[src/rtl/serial_add_pkg.sv]
// Shared types for the bit-serial add/subtract sequencer: FSM encoding and
// the bit-counter width helper.
package serial_add_pkg;

  typedef enum logic [1:0] {
    IDLE = 2'b00,
    RUN  = 2'b01,
    DONE = 2'b10
  } state_t;

  // Counter must index WIDTH bit positions; clamp so WIDTH=1 misuse still elaborates.
  function automatic int cnt_width(input int width);
    return (width < 2) ? 1 : $clog2(width);
  endfunction

endpackage

[src/rtl/full_adder.sv]
// One-bit full-adder cell, the shared datapath of the serial add sequencer.
module full_adder (
  input  logic a,
  input  logic b,
  input  logic cin,
  output logic sum,
  output logic cout
);

  assign sum  = a ^ b ^ cin;
  assign cout = (a & b) | (a & cin) | (b & cin);

endmodule

[src/rtl/serial_add_ctrl.sv]
// Bit-serial add/subtract sequencer: one full-adder cell, LSB first, one bit per clock.
// Optional signed-overflow output enabled by defining SERIAL_ADD_OVF_EN.
//
// Handshake: start is sampled only in IDLE (sub/op_a/op_b with it); busy is
// high in RUN and DONE; done pulses for one cycle when result/cout are valid.
// A start seen while busy is dropped, never queued.
module serial_add_ctrl
  import serial_add_pkg::*;
#(
  parameter int WIDTH = 8
) (
  input  logic             clk,
  input  logic             rst_n,
  input  logic             start,
  input  logic             sub,
  input  logic [WIDTH-1:0] op_a,
  input  logic [WIDTH-1:0] op_b,
  output logic             busy,
  output logic             done,
  output logic [WIDTH-1:0] result,
  output logic             cout
`ifdef SERIAL_ADD_OVF_EN
  ,
  output logic             ovf
`endif
);

  localparam int CNT_W = cnt_width(WIDTH);
  localparam logic [CNT_W-1:0] LAST = CNT_W'(WIDTH - 1);

  state_t           state;
  logic [WIDTH-1:0] a_sh;
  logic [WIDTH-1:0] b_sh;
  logic [WIDTH-2:0] s_sh;
  logic             carry;
  logic [CNT_W-1:0] cnt;

  logic             fa_sum;
  logic             fa_cout;
  logic [WIDTH-1:0] s_next;

  full_adder u_fa (
    .a    (a_sh[0]),
    .b    (b_sh[0]),
    .cin  (carry),
    .sum  (fa_sum),
    .cout (fa_cout)
  );

  // Sum bits enter at the MSB; after WIDTH shifts bit 0 holds the first (LSB) sum.
  assign s_next = {fa_sum, s_sh};
  assign busy   = (state != IDLE);

  always_ff @(posedge clk) begin
    if (!rst_n) begin
      state  <= IDLE;
      a_sh   <= '0;
      b_sh   <= '0;
      s_sh   <= '0;
      carry  <= 1'b0;
      cnt    <= '0;
      done   <= 1'b0;
      result <= '0;
      cout   <= 1'b0;
`ifdef SERIAL_ADD_OVF_EN
      ovf    <= 1'b0;
`endif
    end else begin
      done <= 1'b0;
      case (state)
        IDLE: begin
          if (start) begin
            a_sh  <= op_a;
            b_sh  <= sub ? ~op_b : op_b;
            carry <= sub;
            cnt   <= '0;
            state <= RUN;
          end
        end
        RUN: begin
          carry <= fa_cout;
          s_sh  <= s_next[WIDTH-1:1];
          a_sh  <= {1'b0, a_sh[WIDTH-1:1]};
          b_sh  <= {1'b0, b_sh[WIDTH-1:1]};
          cnt   <= cnt + CNT_W'(1);
          if (cnt == LAST) begin
            result <= s_next;
            cout   <= fa_cout;
`ifdef SERIAL_ADD_OVF_EN
            // Carry into the MSB differing from carry out of it means signed overflow.
            ovf    <= carry ^ fa_cout;
`endif
            done   <= 1'b1;
            state  <= DONE;
          end
        end
        DONE: begin
          state <= IDLE;
        end
        default: begin
          state <= IDLE;
        end
      endcase
    end
  end

endmodule

[config.mk]
export PLATFORM = sky130hd
export DESIGN_NAME = serial_add_ctrl
export DESIGN_NICKNAME = d
export VERILOG_FILES = /design/src/rtl/serial_add_pkg.sv /design/src/rtl/full_adder.sv /design/src/rtl/serial_add_ctrl.sv
export SDC_FILE = /design/constraint.sdc
export NUM_CORES = 1
export LEC_CHECK = 0
export ABC_AREA = 1
export ABC_CLOCK_PERIOD_IN_PS = 1200
export CAP_MARGIN = 20
export CORE_UTILIZATION = 48
export CTS_BUF_LIST = sky130_fd_sc_hd__clkbuf_4
export CTS_CLUSTER_SIZE = 30
export DETAILED_ROUTE_END_ITERATION = 16
export HOLD_SLACK_MARGIN = 0.08
export MAX_ROUTING_LAYER = met4
export PLACE_DENSITY = 0.79
export SYNTH_ARGS = -nofsm -noshare
export SYNTH_HDL_FRONTEND = slang
export SYNTH_SLANG_ARGS = --single-unit
[constraint.sdc]
create_clock -name clk -period 1.2 [get_ports clk]
set_input_delay 0.24 -clock clk [delete_from_list [all_inputs] [get_ports clk]]
set_output_delay 0.24 -clock clk [all_outputs]
set_load 0.01 [all_outputs]
==> flow_summary.ini <==
[worst_setup_path]
path_max_fanout = 9
criticalPathCategory = flop to flop
cp-start-kind = flop
cp-startpoint = cnt[1]$_SDFFE_PN0P_
r2r_start = cnt[1]$_SDFFE_PN0P_
rrSetupSlack_ns = -0.02
worstRegToRegCells = 7
worstSetupEndpointType = flop
critPathArrivalTime_ns = 1.45
cp.required_ns = 1.43

[sta]
hold_slack_ns = 0.471
clock.fmax_ghz = 0.818
min_period_over_period_pct = 102
maxSlewViolCount = 0
layout_setup_ws_ns = -0.0225
hold_violations = 0
fin_skew_ns = 0.00753
worst_pin_slew_ns = 0.298
period_minus_slack_ns = 1.22
max_slew_margin_pct = 80.1
grt_setup_unrepaired = yes
setup_viol = 5

[route]
via_per_inst = 4.64
wirelength_microns = 3540
drc = 0
wire_per_inst_microns = 10.2
dr.pass1.iters = 5
drtAntennaViolNets = 0
num_vias = 1606
drt_iter0_markers = 64

[clock_tree]
cts_buffers = 5
path_clk_slew_ns = 0.10
cts_tree = yes
clk_path_buf_depth = 2
cts_sinks = 39
cts_root_buffer = clkbuf_4
clk_latency_ns = 0.34
ctsHtreeMaxLevel = 2

[cells_and_area]
nets = 323
syn2layout_area_growth_pct = 32.7
diodes = 0
layout-drive-gt1-share_pct = 21.3

[synth]
synth_top_cell_area_share_pct = 45.3
yosys.area.top_type = dfxtp_1
synth_cells = 253
syn_avg_cell_area_sq_um = 6.81
syn_nets = 276
ys_warn_count = 0
synth_flop_cell = dfxtp_1
seq_area_frac_synth_pct = 45.3
synthArstFlopShare_pct = 0
synthTopCellsByCount = 92 x nand2_1, 39 x dfxtp_1, 35 x nor2_1
syn_area_sq_um = 1720
ys_types = 20
synthTopCellsByArea = dfxtp_1 45%, nand2_1 20%, nor2_1 7.6%, o21ai_0 5.8%, inv_1 4.8%
synth_seq_cells = 39
synth_edf_count = 0
yosysMostFrequentCell = nand2_1

[run_status]
status = complete, but fails checks
violations = setup timing

[placement]
place.gp.congestion = 0.767
place_hpwl_microns = 2380
port_buffers = 30

[die]
dieArea_sq_um = 3830
die_y_microns = 61.9
start_util_pct = 50.8
ioPinCount = 31
die_w_microns = 61.9
core_sq_um = 3390
row_count = 21

[global_routing]
grt_pass1_wl_microns = 5540
grt_max_degree = 27
met3_usage_pct = 6.21
track_usage_pct = 21.1
grt_antenna_before_repair = 0
met1_usage_pct = 26.6
grt-ovfl-total = 0
use_met2_pct = 31.2
first_global_vias = 1281
top_usage_layer = met2

[pwr]
power_leakage_nw = 1.14
total_power_mw = 2.48
powerDensity_nw_per_um2 = 1080
ir_drop_uv = 700

[min_path]
min_delay_path_depth = 2
worstHoldStart = a_sh[7]$_SDFFE_PN0P_
min_path_type = flop to flop

[run]
cap_violations = 0
layout make-up:
type,instances,area (sq um)
inverter,28,125
multi-input combinational,177,853
sequential,39,786
clock buffer,5,37.5
tap,46,57.6
clock inverter,2,8.76
fill,279,1100
timing repair buffer,49,418
layer usage:
layer  vias up  wire (microns)
met3         8             159
met1       697            1780
li1        870               -
met4         0              76
met5         -               0
met2        31            1530
placed cells by master (no fill, tap or decap), types with 2 or more instances in the layout:
cell type / count
nor2_2: 2
o21ai_0: 11
o21ai_2: 2
clkdlybuf4s50_1: 19
dfxtp_2: 4
dfxtp_1: 35
o21ai_1: 8
inv_1: 21
nand2_1: 87
nor2_4: 2
clkbuf_4: 5
inv_4: 3
nand3_1: 14
a21oi_1: 6
nor2_1: 33
nand2_4: 2
clkbuf_2: 9
ha_4: 2
nand2_2: 4
buf_4: 15
inv_2: 2
buf_6: 3
repair_timing:
item                                    4_1_cts  5_1_grt
cloned                                        1        0
hold buffers                                  0        0
pin swaps                                     1        6
gates resized for setup                      31       46
endpoints found under the setup margin       28       40
buffers inserted                              0        1
path summary, 6_finish.rpt:
check | end
min reg2reg | a_sh[7]$_SDFFE_PN0P_
max reg2reg | cout$_SDFFE_PN0P_
min | a_sh[7]$_SDFFE_PN0P_
max | cout$_SDFFE_PN0P_
stage by stage:
stage / TNS [ns] / cells / util (%) / cell area, sq um / worst slack [ns]
final: -0.0561 / 346 / 67.4 / 2290 / -0.0225
after global routing: -0.840 / 346 / 67.4 / 2290 / -0.0943
after CTS: -0.0175 / 346 / 65.9 / 2230 / -0.00774
after detailed placement: -5.34 / 338 / 64.1 / 2170 / -0.265
after global placement: -4.87 / 338 / 64.1 / 2170 / -0.230
after floorplan: 0 / 253 / - / 1720 / 0.0398
logic make-up after synthesis:
group,count (synthesis),synth area share (%)
buffers and inverters,37,9.51
adder cells (fa/ha/maj),3,2.61
flip-flops,39,45.3
AO/OA/AOI/OAI,30,9.15
AND/OR/NAND/NOR,144,33.4
worst max-delay path, stage by stage (launching register included):
cell     delay, ns
dfxtp_2       0.37
ha_4          0.14
ha_4          0.13
inv_4         0.03
nor2_4        0.20
inv_4         0.10
nand3_1       0.07
o21ai_0       0.08
registers in the layout, summed over array words and instances, names as in the netlist, 2 cells and up:
signal and flops:
a_sh 8, b_sh 8, cnt 3, result 8, s_sh 7, state 2
where the power goes:
| part | total [mW] | internal (mW) | switching, mW |
|---|---|---|---|
| clock network | 0.602 | 0.208 | 0.394 |
| logic | 0.457 | 0.216 | 0.241 |
| registers | 1.42 | 1.37 | 0.0470 |
Power figures use the tool's default switching activity.
